## src/rtl/gate_lab_pkg.sv

```systemverilog
// Shared types and golden data for the two-input gate lab exerciser.
// Field order inside each 5-bit combination slot is {nand,xor,nor,or,and}.
package gate_lab_pkg;
    typedef enum logic [1:0] {IDLE, SETTLE, SAMPLE, DONE} state_t;

    localparam int NUM_COMB = 4;
    localparam int AND_B    = 0;
    localparam int OR_B     = 1;
    localparam int NOR_B    = 2;
    localparam int XOR_B    = 3;
    localparam int NAND_B   = 4;

    localparam logic [19:0] EXP_TABLE = 20'h1EB54;

    function automatic logic [4:0] exp_comb(input logic [1:0] idx);
        return EXP_TABLE[5*idx +: 5];
    endfunction
endpackage

```

## src/rtl/gate_exerciser_settle_timer.sv

```systemverilog
// Loadable down-counter; zero flags the last cycle of a settle window.
module settle_timer #(
    parameter int CNT_W = 4
) (
    input  logic             clk,
    input  logic             rst,
    input  logic             load,
    input  logic             en,
    input  logic [CNT_W-1:0] load_val,
    output logic             zero
);
    logic [CNT_W-1:0] cnt;

    always_ff @(posedge clk) begin
        if (rst)
            cnt <= '0;
        else if (load)
            cnt <= load_val;
        else if (en && cnt != '0)
            cnt <= cnt - 1'b1;
    end

    assign zero = (cnt == '0);
endmodule

```

## src/rtl/gate_exerciser.sv

```systemverilog
// Sweeps a/b through 00,01,10,11, captures the five gate outputs and grades them.
// Optional macro GATE_EXERCISER_FIRST_FAIL_EN adds first-failing-combination outputs.
module gate_exerciser
    import gate_lab_pkg::*;
#(
    parameter int SETTLE_CYCLES = 2,
    parameter int CNT_W         = 4
) (
    input  logic        clk,
    input  logic        rst,
    input  logic        start,
    output logic        a,
    output logic        b,
    input  logic        and_in,
    input  logic        or_in,
    input  logic        nor_in,
    input  logic        xor_in,
    input  logic        nand_in,
    output logic        busy,
    output logic        done,
    output logic        pass,
    output logic [3:0]  fail_mask,
    output logic [19:0] truth_table
`ifdef GATE_EXERCISER_FIRST_FAIL_EN
    ,
    output logic        first_fail_valid,
    output logic [1:0]  first_fail_idx
`endif
);
    localparam logic [1:0]       LAST_IDX   = 2'(NUM_COMB - 1);
    localparam logic [CNT_W-1:0] SETTLE_LD  = CNT_W'(SETTLE_CYCLES - 1);

    state_t     state, state_n;
    logic [1:0] idx;
    logic       t_load, t_en, t_zero;
    logic [4:0] cap;
    logic       mism;

    settle_timer #(.CNT_W(CNT_W)) u_timer (
        .clk      (clk),
        .rst      (rst),
        .load     (t_load),
        .en       (t_en),
        .load_val (SETTLE_LD),
        .zero     (t_zero)
    );

    always_comb begin
        cap          = '0;
        cap[AND_B]   = and_in;
        cap[OR_B]    = or_in;
        cap[NOR_B]   = nor_in;
        cap[XOR_B]   = xor_in;
        cap[NAND_B]  = nand_in;
    end

    // 4-state compare so an X/Z from the gate block grades as a failure
    assign mism = (cap !== exp_comb(idx));

    always_ff @(posedge clk) begin
        if (rst) state <= IDLE;
        else     state <= state_n;
    end

    always_comb begin
        state_n = state;
        t_load  = 1'b0;
        t_en    = 1'b0;
        unique case (state)
            IDLE, DONE: begin
                if (start) begin
                    state_n = SETTLE;
                    t_load  = 1'b1;
                end
            end
            SETTLE: begin
                t_en = 1'b1;
                if (t_zero) state_n = SAMPLE;
            end
            SAMPLE: begin
                t_load  = 1'b1;
                state_n = (idx == LAST_IDX) ? DONE : SETTLE;
            end
            default: state_n = IDLE;
        endcase
    end

    always_ff @(posedge clk) begin
        if (rst) begin
            idx         <= '0;
            fail_mask   <= '0;
            truth_table <= '0;
            pass        <= 1'b0;
        end else begin
            case (state)
                IDLE, DONE: begin
                    if (start) begin
                        idx         <= '0;
                        fail_mask   <= '0;
                        truth_table <= '0;
                        pass        <= 1'b0;
                    end
                end
                SAMPLE: begin
                    truth_table[5*idx +: 5] <= cap;
                    fail_mask[idx]          <= mism;
                    if (idx == LAST_IDX)
                        pass <= (fail_mask[2:0] == 3'b000) && !mism;
                    else
                        idx <= idx + 1'b1;
                end
                default: ;
            endcase
        end
    end

`ifdef GATE_EXERCISER_FIRST_FAIL_EN
    always_ff @(posedge clk) begin
        if (rst) begin
            first_fail_valid <= 1'b0;
            first_fail_idx   <= '0;
        end else if ((state == IDLE || state == DONE) && start) begin
            first_fail_valid <= 1'b0;
            first_fail_idx   <= '0;
        end else if (state == SAMPLE && mism && !first_fail_valid) begin
            first_fail_valid <= 1'b1;
            first_fail_idx   <= idx;
        end
    end
`endif

    assign a    = idx[1];
    assign b    = idx[0];
    assign busy = (state == SETTLE) || (state == SAMPLE);
    assign done = (state == DONE);
endmodule

```

## config.mk

```make
export PLATFORM = sky130hd
export DESIGN_NAME = gate_exerciser
export DESIGN_NICKNAME = d
export VERILOG_FILES = /design/src/rtl/gate_lab_pkg.sv /design/src/rtl/gate_exerciser_settle_timer.sv /design/src/rtl/gate_exerciser.sv
export SDC_FILE = /design/constraint.sdc
export NUM_CORES = 1
export LEC_CHECK = 0
export ABC_AREA = 1
export CAP_MARGIN = 20
export CORE_ASPECT_RATIO = 1.2
export CORE_UTILIZATION = 55
export CTS_CLUSTER_DIAMETER = 80
export DETAILED_ROUTE_END_ITERATION = 10
export PLACE_DENSITY = 0.89
export SETUP_SLACK_MARGIN = 0.4
export SKIP_CTS_REPAIR_TIMING = 1
export SYNTH_ARGS = -nofsm -noshare
export SYNTH_HDL_FRONTEND = slang
export SYNTH_SLANG_ARGS = --single-unit
```

## constraint.sdc

```tcl
create_clock -name clk -period 5.1 [get_ports clk]
set_input_delay 1.02 -clock clk [delete_from_list [all_inputs] [get_ports clk]]
set_output_delay 1.02 -clock clk [all_outputs]
set_load 0.02 [all_outputs]
```

# Word level (Yosys, flattened, before mapping)

Index checks and enable logic that the tools add are counted.

Add/subtract/negate cells: 3
$mul: 1
Order comparisons: 2
Equality and inequality tests: 9
Shift operators: 3
Muxes and demuxes: 23
Reductions and logical operators: 17

Operators with widths:

| kind                      | number |
|---|---|
| $pmux W20 S2              | 1 |
| $neg A5 Y34               | 1 |
| $shift A5 B34 Y20 const A | 1 |
| $shiftx A5 B34 Y20        | 1 |
| $bwmux W20                | 1 |
| $mux W20                  | 1 |
| $shiftx A20 B6 Y5 const A | 1 |
| $mux W2                   | 5 |
| $ne A2 B2 Y1 const B      | 4 |
| $pmux W4 S2               | 1 |
| $mux W1                   | 7 |
| $eq A2 B2 Y1 const B      | 3 |
| $pmux W2 S3               | 1 |
| $reduce_and A3 Y1         | 2 |
| $mul A3 B2 Y5 const A     | 1 |
| $nex A5 B5 Y1             | 1 |
| $bwmux W4                 | 1 |
| $logic_not A4 Y1          | 1 |
| $mux W4                   | 1 |
| $pmux W1 S2               | 2 |
| $pmux W2 S2               | 1 |
| $reduce_and A2 Y1         | 2 |
| $reduce_bool A2 Y1        | 2 |
| $reduce_bool A4 Y1        | 1 |
| 12 further kinds          | 15 |

Flip-flop bits (word level): 33
Output and inout bits: 29
Word-level logic and storage cells: 65

# Longest topological paths before layout

Depth in word-level cells: 7
Depth in mapped cells: 12

# By module

A second synthesis with hierarchy kept.

Cells, all modules: 269
Area, all modules: 1,905.6 µm²

Modules (own cells, without submodules):

| module         | instances | cells each | area each (µm²) |
|---|---|---|---|
| gate_exerciser | 1         | 228        | 1,631.6 |
| settle_timer   | 1         | 41         | 274.0 |

# Worst setup path before layout

Ideal clock, no wire load.

Path kind: register to register
Start point: reg idx[0]
End point: reg fail_mask[0]
Library setup time: 0.112 ns
Data arrival time: 1.908 ns
Required time: 4.988 ns
Slack: 3.080 ns
Cell stages (with the launch flop): 13
Path buffers: 1
Cell sequence: dfxtp_1 > buf_2 > inv_2 > ha_1 > clkinv_1 > ha_1 > inv_1 > nor2_1 > nand2_1 > nor2_1 > nand2_1 > nor2_1 > nor2_1

Word-level cells in the longest chain between the ends: 6
Elaborated cells between the ends (all ways): 10
Classes of those cells: mul: 1; order compare: 2; eq/ne: 1; shift: 1; mux: 4; reduce/logical: 1

RTL lines:

| what                                                                  | RTL line              | text |
|---|---|---|
| from (decl)                                                           | gate_exerciser.sv:34  | `logic [1:0] idx;` |
| from (signal assigned)                                                | gate_exerciser.sv:110 | `idx <= idx + 1'b1;` |
| parallel branches: the longest is 4 deep, another holds $mul A3 B2 Y5 | n/a                   |  |
| $bwmux W4 (*)                                                         | gate_exerciser.sv:106 | `fail_mask[idx] <= mism;` |
| $pmux W4 S2 (*)                                                       | gate_exerciser.sv:95  | `case (state)` |
| to (signal, indexed assignment)                                       | gate_exerciser.sv:106 |  |
| to (decl)                                                             | gate_exerciser.sv:22  | `output logic [3:0] fail_mask,` |

Mark *: on every way between the ends.
A chain may end at the register's enable or synchronous reset.

# Final worst setup path

Start point: reg state[0]
End point: out busy

Word-level cells in the longest chain between the ends: 2
Elaborated cells between the ends (all ways): 3
Classes of those cells: eq/ne: 2; reduce/logical: 1

RTL lines:

| what                                                | RTL line              | text |
|---|---|---|
| from (decl)                                         | gate_exerciser.sv:33  | `state_t state, state_n;` |
| from (signal assigned)                              | gate_exerciser.sv:62  | `else state <= state_n;` |
| $eq A2 B1 Y1 / $eq A2 B2 Y1 (equally long branches) | gate_exerciser.sv:134 | `assign busy = (state == SETTLE) \|\| (state == SAMPLE);` |
| $logic_or A1 B1 Y1 (*)                              | gate_exerciser.sv:134 |  |
| to (decl)                                           | gate_exerciser.sv:19  | `output logic busy,` |

Mark *: on every way between the ends. The rest lies on a longest branch, timed or not.

==> qor.yml <==
outcome: "completed"
htree_levels: 2
drtIter0Drc: 112
p_comb_share_pct: 43.7
cp-start-kind: "flip-flop"
seqPwrFrac_pct: 34.3
grt_pass1_vias: 1713
dpl.cell_count: 358
antenna_left: 0
io-pin-count: 37
ys_ff_latch: 33
wl_um: 4260
max-slew-margin-rel_pct: 59.3
syn_avg_cell_area_um2: 6.56
slew_violations: 0
synth_area_mm2: 0.00192
place_area_mm2: 0.00228
netlist_top_cells_count: "86 x nand2_1, 55 x nor2_1, 34 x inv_1"
crit_type: "flip-flop to output port"
die_y_um: 66.7
num_rows: 23
grt_overflow: 0
setup-tns-final_ps: 0
clkSlewWorstSetupHoldPaths_ps: 70
clockPowerShare_pct: 22.0
setup_viol_count_final: 0
syn-num-nets: 315
power.switching_mw: 0.394
stdcell_count: 366
synth_cell_type_count: 25
synth-edff-count: 0
finalCritPeriodShare_pct: 55.7
grt_max_degree: 17
post-synth-top-area-cell: "dfxtp_1"
vias_per_cell: 5.07
min_period_ps: 2840
track_usage_pct: 24.6
post-dp-hpwl_um: 3090
cts_buffers: 5
cellLeakagePower_nw: 1.06
chipWidth_um: 55.9
hold_viol: 0
hold_slack_ps: 463
areaGrowthSynthToFinish_pct: 24.2
coreArea_mm2: 0.00334
first_pass_iters: 4
clockRootBuffer: "clkbuf_8"
synth_top_area_share_pct: 34.5
design_area_mm2: 0.00238
cp.arrival_ps: 1820
tritoncts: "built"
vias: 1855
crit_fanout: 6
yosys.cell_count.top_type: "nand2_1"
vdd_ir_drop_max_uv: 325
swShare_pct: 40.1
fmax_ghz: 0.352
drive_above_1_share_pct: 5.78
diodes: 0
yosysSeqAreaShare_pct: 34.5
clk_latency_ps: 280
dieArea_mm2: 0.00373
synth_cells: 292
power_density_mw_per_mm2: 413
wl_per_cell_um: 11.6
initial_core_util_pct: 57.4
drc_errors: 0
hp-class: "flip-flop to flip-flop"
gp_congestion: 0.861
tightest_slew_ps: 610
max_cap_viol_count: 0
cp-end-kind: "output port"
synth.area.top_cells: "dfxtp_1 34%, nand2_1 17%, nor2_1 11%"
power_mw: 0.983
cts.sinks: 33
finalNetCount: 351
io_buffer_count: 36
ys.flop_type: "dfxtp_1"
synthArstFlopShare_pct: 0
max-clock-path-buffers: 2
grt_pass1_wl_um: 7150
grt_antenna_before_repair: 0
yosys_warnings: 0
intPower_mw: 0.589
rsz0062_at_grt: "no"
critPathRequiredTime_ps: 4080
fin_worst_skew_ps: 3.44
-- flip-flops by register name, summed over array words and instances, names as in the netlist --
| register | count |
|---|---|
| u_timer.cnt | 4 |
| state | 2 |
| truth_table | 20 |
| idx | 2 |
| fail_mask | 4 |
| pass | 1 |
-- critical path: stages (launching register included) --
cell,delay (ps)
dfxtp_1,410
inv_1,60
ha_1,380
inv_1,80
clkdlybuf4s50_1,590
-- kinds of logic after synthesis --
group | count (synthesis) | share of synthesized area (%)
buffers and inverters | 45 | 9.99
DFF | 33 | 34.5
adders and majority gates | 15 | 9.79
and+or+nand+nor | 168 | 35.8
AOI/OAI and AO/OA | 30 | 9.47
xor gates and xnor gates | 1 | 0.457
-- per-stage QoR --
stage | worst slack (ps) | util, %
after floorplan | 3080 | -
after global placement | 2480 | 68.3
after detailed placement | 2460 | 68.3
after CTS | 2240 | 71.3
after global routing | 2170 | 71.3
final | 2260 | 71.3
-- placed cells by master, fill, tap and decap left out, types with 3 or more instances in the layout --
| cell type | instances |
|---|---|
| dfxtp_1 | 33 |
| nor2_1 | 55 |
| o21ai_0 | 4 |
| a21oi_1 | 17 |
| clkdlybuf4s50_1 | 36 |
| nor3_1 | 3 |
| clkbuf_8 | 7 |
| nand2_1 | 86 |
| ha_1 | 15 |
| nand3_1 | 16 |
| inv_1 | 34 |
| o21ai_1 | 4 |
-- metal layers --
layer / track usage (%) / vias to the layer above / part of all wire, %
met5: 0 / - / 0
met4: 8.84 / 0 / 1.1
met3: 7.18 / 4 / 4.6
met2: 47.3 / 40 / 51
met1: 25.4 / 838 / 44
li1: - / 973 / -
-- power by group through the flow --
stage	combinational (mW)	sequential [mW]	clock, mW
final	0.429	0.337	0.216
after global routing	0.480	0.343	0.234
after CTS	0.428	0.337	0.225
after detailed placement	0.425	0.342	0
after global placement	0.415	0.339	0
after floorplan	0.265	0.374	0
-- final timing paths --
check / from / endpoint / slack (ps) / depth (start not counted)
hold / removal: pass / pass / 460 / 2
setup / recovery: state[0] / busy / 2260 / 4
hold reg to reg: pass / pass / 460 / 2
setup reg to reg: idx[0] / fail_mask[3] / 2750 / 11
-- cell type report --
cell class	instances	area, µm²
clock buffers	7	96.3
clock inverters	1	5.00
fillers	283	957
inverters	38	148
multi-input cells	214	1060
flip-flops and latches	33	661
well taps	37	46.3
repair buffers	36	360
(Power assumes the default switching activity.)
